File: config.mk
export PLATFORM = sky130hd
export DESIGN_NAME = uart_boot_sequencer_flat
export DESIGN_NICKNAME = d
export VERILOG_FILES = /design/src/rtl/uart_boot_sequencer_if.sv /design/src/rtl/uart_boot_sequencer.sv /design/src/flat_wrapper.sv
export SDC_FILE = /design/constraint.sdc
export NUM_CORES = 1
export LEC_CHECK = 0
export BUFFER_PORTS_ARGS = -buffer_cell sky130_fd_sc_hd__buf_2
export CORE_MARGIN = 10
export CORE_UTILIZATION = 64
export CTS_CLUSTER_DIAMETER = 150
export DETAILED_ROUTE_END_ITERATION = 7
export PLACE_DENSITY = 0.85
export SLEW_MARGIN = 20
export SYNTH_ARGS = -nofsm -noshare
export SYNTH_HDL_FRONTEND = slang
export SYNTH_SLANG_ARGS = --single-unit
File: constraint.sdc
create_clock -name clk -period 5.2 [get_ports clk]
set_clock_uncertainty 0.05 [all_clocks]
set_input_delay 0 -clock clk [delete_from_list [all_inputs] [get_ports clk]]
set_output_delay 0 -clock clk [all_outputs]
set_load 0.01 [all_outputs]
File: src/rtl/uart_boot_sequencer_if.sv
// +--------------------------------------------------------------------------+
// | Module      : uart_boot_sequencer_if                                     |
// | Description : UART byte stream, TX handshake and program-memory write    |
// |               port bundle used by uart_boot_sequencer.                   |
// | Revision    : 1.0 - initial release                                      |
// +--------------------------------------------------------------------------+
`default_nettype none

interface uart_boot_sequencer_if #(
  parameter int unsigned AW = 11
);
  logic          rx_valid;
  logic [7:0]    rx_data;
  logic          tx_valid;
  logic [7:0]    tx_data;
  logic          tx_ready;
  logic          mem_we;
  logic [AW-1:0] mem_addr;
  logic [31:0]   mem_wdata;

  // Environment side: UART RX/TX and the memory it writes into.
  modport master (
    output rx_valid, rx_data, tx_ready,
    input  tx_valid, tx_data, mem_we, mem_addr, mem_wdata
  );

  // Sequencer side.
  modport slave (
    input  rx_valid, rx_data, tx_ready,
    output tx_valid, tx_data, mem_we, mem_addr, mem_wdata
  );
endinterface

`default_nettype wire

File: src/rtl/uart_boot_sequencer.sv
// +--------------------------------------------------------------------------+
// | Module      : uart_boot_sequencer                                        |
// | Description : Holds the CPU in reset, loads a checksummed image frame    |
// |               from UART into program memory, answers ACK/NAK and         |
// |               releases the CPU on a verified image.                      |
// |               Optional macro BOOT_AUTOSTART_EN: release the CPU after    |
// |               AUTOSTART_CYCLES idle clocks without a SYNC byte.          |
// | Revision    : 1.0 - initial release                                      |
// +--------------------------------------------------------------------------+
`default_nettype none

module uart_boot_sequencer #(
  parameter int unsigned MEMORY_SIZE      = 2048,
  parameter logic [7:0]  SYNC_BYTE        = 8'hA5,
`ifdef BOOT_AUTOSTART_EN
  parameter int unsigned AUTOSTART_CYCLES = 25000000,
`endif
  parameter int unsigned TIMEOUT_CYCLES   = 2500000
) (
  input  wire logic            clk,
  input  wire logic            reset,      // asynchronous, active-low
  input  wire logic            boot_req,
  uart_boot_sequencer_if.slave bus,
  output logic                 cpu_reset_o,
  output logic                 boot_done
);

  localparam int unsigned AW           = (MEMORY_SIZE > 1) ? $clog2(MEMORY_SIZE) : 1;
  localparam logic [7:0]  c_ack        = 8'h06;
  localparam logic [7:0]  c_nak        = 8'h15;
  localparam logic [31:0] c_tmo_last   = 32'(TIMEOUT_CYCLES - 1);
  localparam logic [16:0] c_mem_words  = 17'(MEMORY_SIZE);
`ifdef BOOT_AUTOSTART_EN
  localparam logic [31:0] c_auto_last  = 32'(AUTOSTART_CYCLES - 1);
`endif

  typedef enum logic [2:0] {
    S_IDLE = 3'd0,
    S_LEN0 = 3'd1,
    S_LEN1 = 3'd2,
    S_DATA = 3'd3,
    S_CSUM = 3'd4,
    S_RESP = 3'd5,
    S_RUN  = 3'd6
  } state_t;

  state_t        state_q,     state_d;
  logic [7:0]    len_lo_q,    len_lo_d;
  logic [15:0]   len_q,       len_d;
  logic [15:0]   word_cnt_q,  word_cnt_d;
  logic [1:0]    byte_cnt_q,  byte_cnt_d;
  logic [23:0]   word_buf_q,  word_buf_d;
  logic [7:0]    sum_q,       sum_d;
  logic [31:0]   timer_q,     timer_d;
  logic          ok_q,        ok_d;
  logic          mem_we_q,    mem_we_d;
  logic [AW-1:0] mem_addr_q,  mem_addr_d;
  logic [31:0]   mem_wdata_q, mem_wdata_d;
  logic          tx_valid_q,  tx_valid_d;
  logic [7:0]    tx_data_q,   tx_data_d;
  logic          cpu_reset_q, cpu_reset_d;
  logic          boot_done_q, boot_done_d;
`ifdef BOOT_AUTOSTART_EN
  logic [31:0]   auto_cnt_q,  auto_cnt_d;
`endif

  logic          w_in_frame;
  logic          w_timeout;
  logic          w_sync;
  logic [15:0]   w_len;

  assign w_in_frame = (state_q == S_LEN0) || (state_q == S_LEN1) ||
                      (state_q == S_DATA) || (state_q == S_CSUM);
  // Silence is only counted on cycles without a byte, so a byte arriving on
  // the last allowed cycle still wins over the timeout.
  assign w_timeout  = w_in_frame && !bus.rx_valid && (timer_q == c_tmo_last);
  assign w_sync     = bus.rx_valid && (bus.rx_data == SYNC_BYTE);
  assign w_len      = {bus.rx_data, len_lo_q};

  // Next-state and registered-output computation for the boot FSM.
  always_comb begin
    state_d     = state_q;
    len_lo_d    = len_lo_q;
    len_d       = len_q;
    word_cnt_d  = word_cnt_q;
    byte_cnt_d  = byte_cnt_q;
    word_buf_d  = word_buf_q;
    sum_d       = sum_q;
    timer_d     = 32'd0;
    ok_d        = ok_q;
    mem_we_d    = 1'b0;
    mem_addr_d  = mem_addr_q;
    mem_wdata_d = mem_wdata_q;
    tx_valid_d  = tx_valid_q;
    tx_data_d   = tx_data_q;
    cpu_reset_d = cpu_reset_q;
    boot_done_d = boot_done_q;
`ifdef BOOT_AUTOSTART_EN
    auto_cnt_d  = 32'd0;
`endif

    if (w_in_frame && !bus.rx_valid) begin
      timer_d = timer_q + 32'd1;
    end

    case (state_q)
      S_IDLE: begin
        if (w_sync) begin
          state_d    = S_LEN0;
          word_cnt_d = 16'd0;
          byte_cnt_d = 2'd0;
          sum_d      = 8'd0;
        end
`ifdef BOOT_AUTOSTART_EN
        else if (auto_cnt_q == c_auto_last) begin
          state_d     = S_RUN;
          cpu_reset_d = 1'b0;
          boot_done_d = 1'b1;
        end else begin
          auto_cnt_d  = auto_cnt_q + 32'd1;
        end
`endif
      end

      S_LEN0: begin
        if (bus.rx_valid) begin
          len_lo_d = bus.rx_data;
          state_d  = S_LEN1;
        end
      end

      S_LEN1: begin
        if (bus.rx_valid) begin
          len_d = w_len;
          if (w_len == 16'd0) begin
            state_d = S_CSUM;
          end else if ({1'b0, w_len} > c_mem_words) begin
            state_d    = S_RESP;
            ok_d       = 1'b0;
            tx_valid_d = 1'b1;
            tx_data_d  = c_nak;
          end else begin
            state_d = S_DATA;
          end
        end
      end

      S_DATA: begin
        if (bus.rx_valid) begin
          sum_d      = sum_q + bus.rx_data;
          byte_cnt_d = byte_cnt_q + 2'd1;
          case (byte_cnt_q)
            2'd0:    word_buf_d[7:0]   = bus.rx_data;
            2'd1:    word_buf_d[15:8]  = bus.rx_data;
            2'd2:    word_buf_d[23:16] = bus.rx_data;
            default: begin
              mem_we_d    = 1'b1;
              mem_addr_d  = word_cnt_q[AW-1:0];
              mem_wdata_d = {bus.rx_data, word_buf_q};
              word_cnt_d  = word_cnt_q + 16'd1;
              if (word_cnt_q == (len_q - 16'd1)) begin
                state_d = S_CSUM;
              end
            end
          endcase
        end
      end

      S_CSUM: begin
        if (bus.rx_valid) begin
          state_d    = S_RESP;
          ok_d       = (bus.rx_data == sum_q);
          tx_valid_d = 1'b1;
          tx_data_d  = (bus.rx_data == sum_q) ? c_ack : c_nak;
        end
      end

      S_RESP: begin
        // Incoming bytes are dropped here; only the TX handshake matters.
        if (tx_valid_q && bus.tx_ready) begin
          tx_valid_d = 1'b0;
          if (ok_q) begin
            state_d     = S_RUN;
            cpu_reset_d = 1'b0;
            boot_done_d = 1'b1;
          end else begin
            state_d = S_IDLE;
          end
        end
      end

      S_RUN: begin
        if (boot_req) begin
          state_d     = S_IDLE;
          cpu_reset_d = 1'b1;
          boot_done_d = 1'b0;
        end
      end

      default: begin
        state_d     = S_IDLE;
        cpu_reset_d = 1'b1;
        boot_done_d = 1'b0;
        tx_valid_d  = 1'b0;
      end
    endcase

    if (w_timeout) begin
      state_d    = S_RESP;
      ok_d       = 1'b0;
      tx_valid_d = 1'b1;
      tx_data_d  = c_nak;
      timer_d    = 32'd0;
    end
  end

  // State and output registers; reset holds the CPU in reset and aborts any frame.
  always_ff @(posedge clk or negedge reset) begin
    if (!reset) begin
      state_q     <= S_IDLE;
      len_lo_q    <= 8'd0;
      len_q       <= 16'd0;
      word_cnt_q  <= 16'd0;
      byte_cnt_q  <= 2'd0;
      word_buf_q  <= 24'd0;
      sum_q       <= 8'd0;
      timer_q     <= 32'd0;
      ok_q        <= 1'b0;
      mem_we_q    <= 1'b0;
      mem_addr_q  <= '0;
      mem_wdata_q <= 32'd0;
      tx_valid_q  <= 1'b0;
      tx_data_q   <= 8'd0;
      cpu_reset_q <= 1'b1;
      boot_done_q <= 1'b0;
`ifdef BOOT_AUTOSTART_EN
      auto_cnt_q  <= 32'd0;
`endif
    end else begin
      state_q     <= state_d;
      len_lo_q    <= len_lo_d;
      len_q       <= len_d;
      word_cnt_q  <= word_cnt_d;
      byte_cnt_q  <= byte_cnt_d;
      word_buf_q  <= word_buf_d;
      sum_q       <= sum_d;
      timer_q     <= timer_d;
      ok_q        <= ok_d;
      mem_we_q    <= mem_we_d;
      mem_addr_q  <= mem_addr_d;
      mem_wdata_q <= mem_wdata_d;
      tx_valid_q  <= tx_valid_d;
      tx_data_q   <= tx_data_d;
      cpu_reset_q <= cpu_reset_d;
      boot_done_q <= boot_done_d;
`ifdef BOOT_AUTOSTART_EN
      auto_cnt_q  <= auto_cnt_d;
`endif
    end
  end

  assign bus.mem_we    = mem_we_q;
  assign bus.mem_addr  = mem_addr_q;
  assign bus.mem_wdata = mem_wdata_q;
  assign bus.tx_valid  = tx_valid_q;
  assign bus.tx_data   = tx_data_q;
  assign cpu_reset_o   = cpu_reset_q;
  assign boot_done     = boot_done_q;

endmodule

`default_nettype wire

File: src/flat_wrapper.sv
// flat-port wrapper written by rule: the top's interface ports become plain ports
module uart_boot_sequencer_flat 
#(
  parameter int unsigned MEMORY_SIZE      = 2048,
  parameter logic [7:0]  SYNC_BYTE        = 8'hA5,

  parameter int unsigned TIMEOUT_CYCLES   = 2500000
)
  (clk, reset, boot_req, cpu_reset_o, boot_done, bus_rx_valid, bus_rx_data, bus_tx_ready, bus_tx_valid, bus_tx_data, bus_mem_we, bus_mem_addr, bus_mem_wdata);
  uart_boot_sequencer_if #(.AW((11))) bus_i ();
  input  wire logic clk;
  input  wire logic reset;
  input  wire logic boot_req;
  output logic cpu_reset_o;
  output logic boot_done;
  input wire logic [$bits(bus_i.rx_valid)-1:0] bus_rx_valid;
  input wire logic [$bits(bus_i.rx_data)-1:0] bus_rx_data;
  input wire logic [$bits(bus_i.tx_ready)-1:0] bus_tx_ready;
  output wire logic [$bits(bus_i.tx_valid)-1:0] bus_tx_valid;
  output wire logic [$bits(bus_i.tx_data)-1:0] bus_tx_data;
  output wire logic [$bits(bus_i.mem_we)-1:0] bus_mem_we;
  output wire logic [$bits(bus_i.mem_addr)-1:0] bus_mem_addr;
  output wire logic [$bits(bus_i.mem_wdata)-1:0] bus_mem_wdata;
  assign bus_i.rx_valid = bus_rx_valid;
  assign bus_i.rx_data = bus_rx_data;
  assign bus_i.tx_ready = bus_tx_ready;
  assign bus_tx_valid = bus_i.tx_valid;
  assign bus_tx_data = bus_i.tx_data;
  assign bus_mem_we = bus_i.mem_we;
  assign bus_mem_addr = bus_i.mem_addr;
  assign bus_mem_wdata = bus_i.mem_wdata;
  uart_boot_sequencer #(.MEMORY_SIZE(MEMORY_SIZE), .SYNC_BYTE(SYNC_BYTE), .TIMEOUT_CYCLES(TIMEOUT_CYCLES)) u_core (.clk(clk), .reset(reset), .boot_req(boot_req), .bus(bus_i), .cpu_reset_o(cpu_reset_o), .boot_done(boot_done));
endmodule
==> flow_metrics.py <==
metrics = {
    "status": {
        "outcome": "finished, final reports clean",
    },
    "floorplan": {
        "initial_core_util": 0.6646,
        "rows": 39,
        "fp.dieW_um": 129.6,
        "design.core.area_mm2": 0.01156,
        "die_area_mm2": 0.01679,
        "ioPinCount": 68,
        "die_y_um": 129.6,
    },
    "place": {
        "place_area_mm2": 0.008079,
        "dpl.cell_count": 864,
        "gp_congestion": 0.8829,
        "numPortBuffers": 63,
        "hpwl_um": 11330,
    },
    "setup_path": {
        "critPathRequiredTime_ns": 5.45,
        "crit_buf_inv": 0,
        "critPathSlowestCell": "nor2_1",
        "r2r_slack_ns": 2.09,
        "startpoint": "u_core.state_q[2]",
        "worstReg2RegStart": "u_core.state_q[2]",
        "crit_family": "simple AND/OR/NAND/NOR gates",
        "cp_common_cell": "nor2_1",
        "worst_setup_path_end_kind": "register",
        "setup.worst_path.class": "register to register",
        "cp.arrival_ns": 3.36,
        "timing.rr.end": "u_core.word_cnt_q[13]",
        "worst_setup_path_start_kind": "register",
        "slowest_delay_ns": 0.57,
        "crit_chain": "nand2b_1, nor2_1, o32a_1, and4_1, nor2b_1, nand3_1, xor2_1, nor2_1",
        "path_max_fanout": 17,
        "reg2reg_depth": 8,
    },
    "drt": {
        "viasPerCell": 6.075,
        "top_layer": "met4",
        "antenna_left": 0,
        "dr_wl_met2_um": 8655,
        "drtPass1Iterations": 5,
        "wl_met1_um": 7071,
        "wirelength_um": 16990,
        "drt_iter0_drc": 538,
        "vias": 5492,
        "wl_met3_um": 967,
        "drc": 0,
        "avgRoutedWirePerCell_um": 18.79,
    },
    "cells_and_area": {
        "drive_gt1_frac": 0.2615,
        "finalInstanceArea_mm2": 0.008770,
        "diodes": 0,
        "syn_to_final_growth_pct": 14.10,
        "nets": 777,
        "final_cells": 904,
        "fin_util": 0.7583,
        "fillers": 704,
    },
    "global_route": {
        "grt_pass1_wl_um": 28410,
        "antenna_found_initial": 0,
        "grtUsageTotal": 0.2126,
        "grt_pass1_vias": 5723,
        "grt_max_degree": 116,
        "grt_overflow": 0,
    },
    "logic_synthesis": {
        "synth_ff_type": "dfrtp_1",
        "synth_edf_count": 0,
        "synth_cell_type_count": 63,
        "yosysWarningCount": 0,
        "synth_area_mm2": 0.007686,
        "synth_area_leaders": "dfrtp_1, mux2_2, xnor2_1",
        "netlist.top_cell.by_area": "dfrtp_1",
        "yosysSeqAreaShare": 0.5178,
        "yosys.area.top_type_share": 0.5144,
        "postSynthAreaPerCell_um2": 11.22,
        "synthCells": 685,
        "synth-seq-cells": 159,
        "synth-async-reset-ratio": 1.000,
    },
    "cts": {
        "root_buffer": "clkbuf_16",
        "cts_sinks": 159,
        "clockBufferDepth": 2,
        "cts-buffers-inserted": 17,
        "htree_levels": 4,
        "worstSkewPairLatency_ns": 0.42,
        "cts_resized": 0,
        "cts_tree": "done",
        "clkTransAtPathRegs_ns": 0.06,
    },
    "sta": {
        "finalSetupViolations": 0,
        "rsz0062_at_grt": "false",
        "period_minus_slack_ns": 3.106,
        "timing.hold.ws_ns": 0.03613,
        "slew_violations": 0,
        "clock.fmax_ghz": 0.3220,
        "hold_viol": 0,
        "tightest_slew_ns": 1.069,
        "min_period_over_period": 0.5972,
        "slew_headroom": 0.2849,
        "tns_ns": 0,
    },
    "power_and_ir_drop": {
        "power_density_mw_per_mm2": 495.4,
        "leakage_nw": 4.112,
        "peakVddDrop_v": 0.0003312,
    },
    "hold_path": {
        "holdCritPathClass": "primary input to register",
        "hold_depth": 2,
        "hp-start": "bus_rx_data[1]",
        "holdPathEnd": "u_core.word_buf_q[1]",
    },
    "flow_run": {
        "drv_cap": 0,
    },
}
==> registers in the layout (all words and copies together), names as in the netlist <==
signal and flops:
u_core.word_cnt_q 16, u_core.byte_cnt_q 2, u_core.bus.tx_data 3, u_core.bus.mem_we 1, u_core.cpu_reset_o 1, u_core.state_q 3
u_core.word_buf_q 24, u_core.len_q 16, u_core.timer_q 32, u_core.bus.mem_addr 11, u_core.len_lo_q 8, u_core.sum_q 8
u_core.bus.mem_wdata 32, u_core.boot_done 1, u_core.bus.tx_valid 1
==> report_power, final <==
part / total (mW) / internal (mW) / switching, mW
sequential: 1.86 / 1.55 / 0.312
combinational: 1.24 / 0.595 / 0.645
clock: 1.24 / 0.746 / 0.496
==> cell usage in the layout, fill, tap and decap left out, drive strengths merged, types with 6 or more instances in the layout <==
cell         synthesis  layout
nand2               44      44
a21o                 7       7
a21oi               20      20
buf                 11      66
dfrtp              158     158
nand3               24      24
dlygate4sd3          0       9
o21ai               18      18
xor2                31      31
inv                 19      22
or3                 13      13
nor4                 9       9
mux2                87      87
nand4               11      11
o22ai                8       8
nor2                72      72
ha                  14      14
nor3                15      15
and3                 6       6
xnor2               36      36
clkbuf              22      20
==> worst max-delay path by stage <==
| stage | slack, ns | depth (start not counted) | endpoint |
|---|---|---|---|
| detailed placement | 2.16 | 8 | u_core.word_cnt_q[13] |
| CTS | 2.14 | 8 | u_core.word_cnt_q[13] |
| global placement | 2.28 | 8 | u_core.word_cnt_q[13] |
| global route | 1.87 | 8 | u_core.word_cnt_q[13] |
| finish | 2.09 | 8 | u_core.word_cnt_q[13] |
| floorplan | 2.48 | 10 | u_core.state_q[0] |
==> routing by layer <==
metal  GRT usage  vias to the layer above
met4     0.08135                        0
met3     0.05710                       28
met5           0                        -
met2      0.3593                      183
met1      0.2552                     2766
li1            -                     2515
==> worst register-to-register path: cells and delay by family (launching register included) <==
| family | cells | cell delay, ns |
|---|---|---|
| AO/OA/AOI/OAI | 1 | 0.52 |
| XOR/XNOR | 1 | 0.15 |
| flip-flops | 1 | 0.55 |
| AND/OR/NAND/NOR | 6 | 1.71 |
==> Yosys cell counts, types with 2 or more instances <==
cell type / n
and3_1: 6
nand3_1: 24
mux2i_1: 5
clkbuf_1: 21
and4_1: 3
o21ai_0: 18
mux2_2: 87
inv_1: 19
o22ai_1: 8
a21o_1: 7
a31oi_1: 2
buf_4: 6
or4_4: 2
o31ai_1: 3
nor4_2: 2
and2_1: 2
dfrtp_1: 158
ha_1: 14
or2_1: 2
nor4b_1: 5
or3_1: 13
nor3_1: 15
xnor2_1: 36
buf_2: 4
nand4_1: 11
nand3b_1: 3
nor2b_1: 5
xor2_1: 31
nor2_1: 72
nand2_1: 44
a21oi_1: 19
nor4_1: 6
o2111ai_1: 2
==> stage by stage <==
step / setup slack (ns) / total power, mW
3_3_place_gp: 2.277 / 2.983
4_1_cts: 2.138 / 4.344
6_report: 2.094 / 4.345
3_5_place_dp: 2.159 / 3.079
5_1_grt: 1.869 / 4.579
2_1_floorplan: 2.482 / 2.721
==> what timing repair did <==
item | CTS | global route
setup buffers | 0 | 0
hold buffers | 9 | 0
endpoints found under the hold margin | 150 | 0
endpoints found under the setup margin | 0 | 0
==> final cells by class <==
type                       count  area, um2  share of cell area
timing repair buffer          75      434.2             0.04951
multi-input combinational    477       3510              0.4002
clock buffer                  20      466.7             0.05322
inverter                      19      71.32            0.008132
sequential                   159       3980              0.4538
tap                          143      178.9             0.02040
clock inverter                11      128.9             0.01470
==> kinds of logic after synthesis <==
logic type | share of synthesized area
AND/OR/NAND/NOR | 0.1488
XOR/XNOR | 0.07635
other | 0.0004879
multiplexers | 0.1340
buffers and inverters | 0.02914
AO/OA/AOI/OAI | 0.06805
flip-flops | 0.5178
adder cells (fa/ha/maj) | 0.02540
Power figures use the tool's default switching activity.
